**config.mk**
```make
export PLATFORM = sky130hd
export DESIGN_NAME = syscall_print_ctrl_flat
export DESIGN_NICKNAME = d
export VERILOG_FILES = /design/src/rtl/syscall_print_ctrl_if.sv /design/src/rtl/syscall_print_ctrl.sv /design/src/flat_wrapper.sv
export SDC_FILE = /design/constraint.sdc
export NUM_CORES = 1
export LEC_CHECK = 0
export ABC_AREA = 1
export CAP_MARGIN = 20
export CORE_MARGIN = 5
export CORE_UTILIZATION = 47
export CTS_CLUSTER_SIZE = 30
export DETAILED_ROUTE_END_ITERATION = 8
export GPL_TIMING_DRIVEN = 0
export PLACE_DENSITY = 0.95
export RECOVER_POWER = 100
export SLEW_MARGIN = 20
export SYNTH_ARGS = -nofsm -noshare
export SYNTH_HDL_FRONTEND = slang
export SYNTH_SLANG_ARGS = --single-unit
```
**constraint.sdc**
```tcl
create_clock -name clk -period 4.36 [get_ports clk]
set_clock_uncertainty 0.05 [all_clocks]
set_input_delay 1.308 -clock clk [delete_from_list [all_inputs] [get_ports clk]]
set_output_delay 1.308 -clock clk [all_outputs]
set_load 0.05 [all_outputs]
```
**src/rtl/syscall_print_ctrl_if.sv**
```systemverilog
// Data-memory style request bus: one requester drives read/write/addr/wdata,
// the responder returns combinational rdata.
interface syscall_print_ctrl_if;
    logic        read;
    logic        write;
    logic [31:0] addr;
    logic [31:0] wdata;
    logic [31:0] rdata;

    modport master (
        output read, write, addr, wdata,
        input  rdata
    );

    modport slave (
        input  read, write, addr, wdata,
        output rdata
    );
endinterface

```
**src/rtl/syscall_print_ctrl.sv**
```systemverilog
// SYSCALL sequencer: stalls ID, drains MEM/WB, prints ints/chars/strings,
// and shares the single data-memory port with the MEM stage.
module syscall_print_ctrl #(
    parameter int unsigned DRAIN_CYCLES = 3,
    parameter int unsigned MAX_LEN      = 256
) (
    input  logic                 clk,
    input  logic                 reset,
    input  logic                 syscall_valid,
    input  logic [31:0]          v0_val,
    input  logic [31:0]          a0_val,
    syscall_print_ctrl_if.slave  p,
    syscall_print_ctrl_if.master dm,
    output logic                 stall,
    output logic                 char_valid,
    output logic [7:0]           char_data,
    output logic                 int_valid,
    output logic [31:0]          int_data,
    output logic                 halt
);

    localparam logic [2:0] S_IDLE  = 3'd0;
    localparam logic [2:0] S_DRAIN = 3'd1;
    localparam logic [2:0] S_EXEC  = 3'd2;
    localparam logic [2:0] S_STR   = 3'd3;
    localparam logic [2:0] S_DONE  = 3'd4;
    localparam logic [2:0] S_HALT  = 3'd5;

    localparam int unsigned DW = (DRAIN_CYCLES > 1) ? $clog2(DRAIN_CYCLES) : 1;
    localparam int unsigned CW = $clog2(MAX_LEN + 1);

    logic [2:0]    state_q, state_d;
    logic [31:0]   code_q, code_d;
    logic [31:0]   ptr_q, ptr_d;
    logic [CW-1:0] cnt_q, cnt_d;
    logic [DW-1:0] drain_q, drain_d;
    logic          char_valid_q, char_valid_d;
    logic [7:0]    char_data_q, char_data_d;
    logic          int_valid_q, int_valid_d;
    logic [31:0]   int_data_q, int_data_d;
    logic          halt_q, halt_d;

    logic          own;
    logic [7:0]    str_byte;

    assign own      = (state_q == S_STR);
    assign str_byte = dm.rdata[{ptr_q[1:0], 3'b000} +: 8];

    // MEM stage sees the port unless the string engine holds it
    assign dm.read  = own ? 1'b1 : p.read;
    assign dm.write = own ? 1'b0 : p.write;
    assign dm.addr  = own ? {ptr_q[31:2], 2'b00} : p.addr;
    assign dm.wdata = p.wdata;
    assign p.rdata  = dm.rdata;

    assign stall      = (state_q == S_IDLE) ? syscall_valid
                                            : (state_q != S_DONE);
    assign char_valid = char_valid_q;
    assign char_data  = char_data_q;
    assign int_valid  = int_valid_q;
    assign int_data   = int_data_q;
    assign halt       = halt_q;

    always_comb begin
        state_d      = state_q;
        code_d       = code_q;
        ptr_d        = ptr_q;
        cnt_d        = cnt_q;
        drain_d      = drain_q;
        char_valid_d = 1'b0;
        char_data_d  = char_data_q;
        int_valid_d  = 1'b0;
        int_data_d   = int_data_q;
        halt_d       = halt_q;
        unique case (state_q)
            S_IDLE: begin
                if (syscall_valid) begin
                    code_d  = v0_val;
                    ptr_d   = a0_val;
                    cnt_d   = '0;
                    drain_d = DW'(DRAIN_CYCLES - 1);
                    state_d = S_DRAIN;
                end
            end
            S_DRAIN: begin
                if (drain_q == '0) state_d = S_EXEC;
                else               drain_d = drain_q - 1'b1;
            end
            S_EXEC: begin
                state_d = S_DONE;
                if (code_q == 32'd1) begin
                    int_valid_d = 1'b1;
                    int_data_d  = ptr_q;
                end else if (code_q == 32'd11) begin
                    char_valid_d = 1'b1;
                    char_data_d  = ptr_q[7:0];
                end else if (code_q == 32'd4) begin
                    state_d = S_STR;
                end else if (code_q == 32'd10) begin
                    halt_d  = 1'b1;
                    state_d = S_HALT;
                end
            end
            S_STR: begin
                if (str_byte != 8'd0 && cnt_q < CW'(MAX_LEN)) begin
                    char_valid_d = 1'b1;
                    char_data_d  = str_byte;
                    ptr_d        = ptr_q + 32'd1;
                    cnt_d        = cnt_q + 1'b1;
                end else begin
                    state_d = S_DONE;
                end
            end
            S_DONE:  state_d = S_IDLE;
            S_HALT:  halt_d  = 1'b1;
            default: state_d = S_IDLE;
        endcase
    end

    always_ff @(posedge clk) begin
        if (reset) begin
            state_q      <= S_IDLE;
            code_q       <= '0;
            ptr_q        <= '0;
            cnt_q        <= '0;
            drain_q      <= '0;
            char_valid_q <= 1'b0;
            char_data_q  <= '0;
            int_valid_q  <= 1'b0;
            int_data_q   <= '0;
            halt_q       <= 1'b0;
        end else begin
            state_q      <= state_d;
            code_q       <= code_d;
            ptr_q        <= ptr_d;
            cnt_q        <= cnt_d;
            drain_q      <= drain_d;
            char_valid_q <= char_valid_d;
            char_data_q  <= char_data_d;
            int_valid_q  <= int_valid_d;
            int_data_q   <= int_data_d;
            halt_q       <= halt_d;
        end
    end

endmodule
```
**src/flat_wrapper.sv**
```systemverilog
// flat-port wrapper written by rule: the top's interface ports become plain ports
module syscall_print_ctrl_flat 
#(
    parameter int unsigned DRAIN_CYCLES = 3,
    parameter int unsigned MAX_LEN      = 256
)
  (clk, reset, syscall_valid, v0_val, a0_val, stall, char_valid, char_data, int_valid, int_data, halt, p_read, p_write, p_addr, p_wdata, p_rdata, dm_read, dm_write, dm_addr, dm_wdata, dm_rdata);
  syscall_print_ctrl_if p_i ();
  syscall_print_ctrl_if dm_i ();
  input  logic clk;
  input  logic reset;
  input  logic syscall_valid;
  input  logic [31:0] v0_val;
  input  logic [31:0] a0_val;
  output logic stall;
  output logic char_valid;
  output logic [7:0] char_data;
  output logic int_valid;
  output logic [31:0] int_data;
  output logic halt;
  input wire logic [$bits(p_i.read)-1:0] p_read;
  input wire logic [$bits(p_i.write)-1:0] p_write;
  input wire logic [$bits(p_i.addr)-1:0] p_addr;
  input wire logic [$bits(p_i.wdata)-1:0] p_wdata;
  output wire logic [$bits(p_i.rdata)-1:0] p_rdata;
  output wire logic [$bits(dm_i.read)-1:0] dm_read;
  output wire logic [$bits(dm_i.write)-1:0] dm_write;
  output wire logic [$bits(dm_i.addr)-1:0] dm_addr;
  output wire logic [$bits(dm_i.wdata)-1:0] dm_wdata;
  input wire logic [$bits(dm_i.rdata)-1:0] dm_rdata;
  assign p_i.read = p_read;
  assign p_i.write = p_write;
  assign p_i.addr = p_addr;
  assign p_i.wdata = p_wdata;
  assign p_rdata = p_i.rdata;
  assign dm_read = dm_i.read;
  assign dm_write = dm_i.write;
  assign dm_addr = dm_i.addr;
  assign dm_wdata = dm_i.wdata;
  assign dm_i.rdata = dm_rdata;
  syscall_print_ctrl #(.DRAIN_CYCLES(DRAIN_CYCLES), .MAX_LEN(MAX_LEN)) u_core (.clk(clk), .reset(reset), .syscall_valid(syscall_valid), .v0_val(v0_val), .a0_val(a0_val), .p(p_i), .dm(dm_i), .stall(stall), .char_valid(char_valid), .char_data(char_data), .int_valid(int_valid), .int_data(int_data), .halt(halt));
endmodule
```
==> results_dict.tcl <==
set metrics [dict create \
    drive_above_1_share_pct 8.995 \
    gp_congestion 0.9568 \
    ys_warn_count 0 \
    postRouteAntennaNets 0 \
    die_w_um 133.0 \
    syn2layout_area_growth_pct 48.23 \
    design_area_sq_mm 0.01053 \
    relSlewSlack_pct 56.96 \
    status "completed" \
    h-tree-depth 4 \
    path_common_cell "nor2_1" \
    cp.arrival_ns 2.86 \
    grt_max_degree 20 \
    hold_ws_ns 0.4030 \
    hpwlAfterDp_um 20460 \
    power_w 0.004911 \
    start_util_pct 47.27 \
    critPathKind "reg2out" \
    hold_violations 0 \
    grt_pass1_vias 8649 \
    clkTransAtPathRegs_ns 0.05 \
    hold_class "reg2reg" \
    antenna_found_initial 0 \
    crit_start "u_core.state_q[1]" \
    vias 8720 \
    max_stage_delay_ns 0.55 \
    rows 45 \
    clockBufferDepth 2 \
    drt_iter0_drc 896 \
    io_buffer_count 273 \
    finalCriticalPeriod_ns 4.218 \
    wire_per_inst_um 16.96 \
    fillers 1204 \
    cts_tree "built" \
    cp_slowest_cell "clkdlybuf4s15_1" \
    ioPinCount 307 \
    numCtsBuffers 17 \
    coreArea_sq_mm 0.01503 \
    syn_area_per_cell_sq_um 6.327 \
    cp_max_fo 10 \
    hold_buffers 0 \
    synthesis.nets 1291 \
    cp-end-kind "primary output" \
    synth_edf_count 0 \
    synth.most_common_cell "nand2_1" \
    ys_seq_elements 121 \
    yosys-top-cells-area "dfxtp_1 (34%), nand2_1 (14%), nor2_1 (9.4%), nand3_1 (8.3%), buf_4 (7.3%)" \
    tightest_slew_ns 0.6455 \
    syn-cell-area_sq_mm 0.007106 \
    grt.total_usage_pct 29.69 \
    drv_cap 0 \
    dr.pass1.iters 6 \
    worst-path-buf-inv 5 \
    ir_worst_vdd_mv 0.3389 \
    overflow 0 \
    clock_latency_ns 0.42 \
    yosysSeqAreaShare_pct 34.09 \
    hp-start "u_core.code_q[12]" \
    setup_viol 0 \
    final_nets 1580 \
    fin_cells 1611 \
    clock-sinks 121 \
    rsz0062_at_grt "no" \
    place_area_sq_mm 0.01007 \
    synth_top_area_share_pct 34.09 \
    grt_pass1_wl_um 42330 \
    synth_cells 1123 \
    cts-root-buf "clkbuf_16" \
    via_per_inst 5.413 \
    placed_cells_incl_taps 1584 \
    ys.flop_type "dfxtp_1" \
    postCtsSetupBuffers 0 \
    p_leak_nw 4.547 \
    path_delay_family "buffers and inverters" \
    worst_setup_path_start_kind "flop" \
    fin_crit_sh_pct 96.74 \
    antenna_cells 0 \
    synth_common_cells "nand2_1 (266), nor2_1 (177), dfxtp_1 (121)" \
    cp.required_ns 3.00 \
    async_flop_share_pct 0 \
    die_area_sq_mm 0.01768 \
    drc 0 \
    wl_um 27330 \
    path_cells "inv_1 -> nor2_1 -> nand2_1 -> inv_1 -> buf_2 -> buf_2 -> nor2_1 -> nor2_1 -> clkdlybuf4s15_1" \
    slew_viol_final 0 \
    powerDensity_mw_per_mm2 466.3 \
    reg2reg_from "u_core.ptr_q[0]" \
    dieHeight_um 133.0 \
    synth_top_area_cell "dfxtp_1" \
    max_freq_ghz 0.2371 \
    synthDistinctLibCells 32 \
]
-- layout by cell type, fill, tap and decap left out, types with 3 or more instances in the layout --
cell type,instances
o211ai_1,8
nand4_1,19
bufinv_16,4
nor3_1,6
clkdlybuf4s50_1,133
nand2_1,265
nand3b_1,9
clkbuf_2,4
or2_2,4
dlygate4sd2_1,16
clkinv_2,6
clkbuf_16,17
a21oi_1,76
dlygate4sd3_1,108
o21ai_0,83
buf_4,67
nand3_1,119
buf_2,10
clkbuf_1,58
nor2_2,5
ha_1,3
xor2_1,5
buf_1,3
inv_1,73
nor2_1,177
dfxtp_1,121
-- cell families (layout without fill, tap and decap cells) --
group | Yosys count | in the layout | synth area share [%]
AOI/OAI and AO/OA | 173 | 173 | 12.64
xor gates and xnor gates | 7 | 7 | 0.8628
adders and majority gates | 3 | 3 | 0.5283
buffers and inverters | 206 | 506 | 15.23
DFF | 121 | 121 | 34.09
and+or+nand+nor | 613 | 613 | 36.64
-- sequential cells by signal, summed over array words and instances (netlist names) --
register	flops
u_core.state_q	3
u_core.char_data	8
u_core.ptr_q	32
u_core.halt	1
u_core.int_valid	1
u_core.char_valid	1
u_core.int_data	32
u_core.drain_q	2
u_core.code_q	32
u_core.cnt_q	9
-- where the power goes --
| group | switching [W] | internal [W] | total (W) |
|---|---|---|---|
| combinational | 0.00133 | 0.000628 | 0.00196 |
| sequential | 0.000175 | 0.00130 | 0.00148 |
| clock | 0.000498 | 0.000973 | 0.00147 |
| total | 0.00201 | 0.00290 | 0.00491 |
-- tightest hold or removal path, cell delays in order, from the launching register on --
cell and delay, ns:
dfxtp_1 0.29, inv_1 0.06, a21oi_1 0.05
-- cell type report --
class	instances	area (sq um)	share of cell area (%)
plain buffers	129	757.0	7.187
clock buffers	20	456.7	4.336
clock inverters	10	150.1	1.426
inverters	74	277.8	2.637
multi-input cells	796	3598	34.16
flip-flops and latches	121	2422	23.00
well taps	188	235.2	2.233
repair buffers	273	2635	25.02
-- metal layers --
layer	up-vias	GRT usage, %	routed length, um
met4	0	11.37	802
met1	3975	33.04	9866
met2	534	51.35	13220
met5	-	0	0
met3	67	11.22	3442
li1	4144	-	-
-- stage by stage --
stage	setup WS, ns	util, %	setup TNS (ns)
after global routing	0.01260	70.06	0
after CTS	0.01264	70.89	0
after global placement	-1.020	67.01	-1.020
after floorplan	0.4866	-	0
after detailed placement	-1.031	67.01	-1.031
final	0.1421	70.06	0
-- worst paths after layout --
check                                         end  slack, ns  depth (start not counted)
worst max-delay path                  dm_addr[31]       0.14                          9
worst max register to register   u_core.ptr_q[16]       1.62                         13
worst min register to register  u_core.code_q[12]       0.40                          2
worst min-delay path            u_core.code_q[12]       0.40                          2
-- timing repair --
action | CTS | global route
cloned | 0 | 0
pin swaps | 0 | 0
gates resized for setup | 25 | 20
endpoints found under the setup margin | 33 | 17
Power figures use the tool's default switching activity.
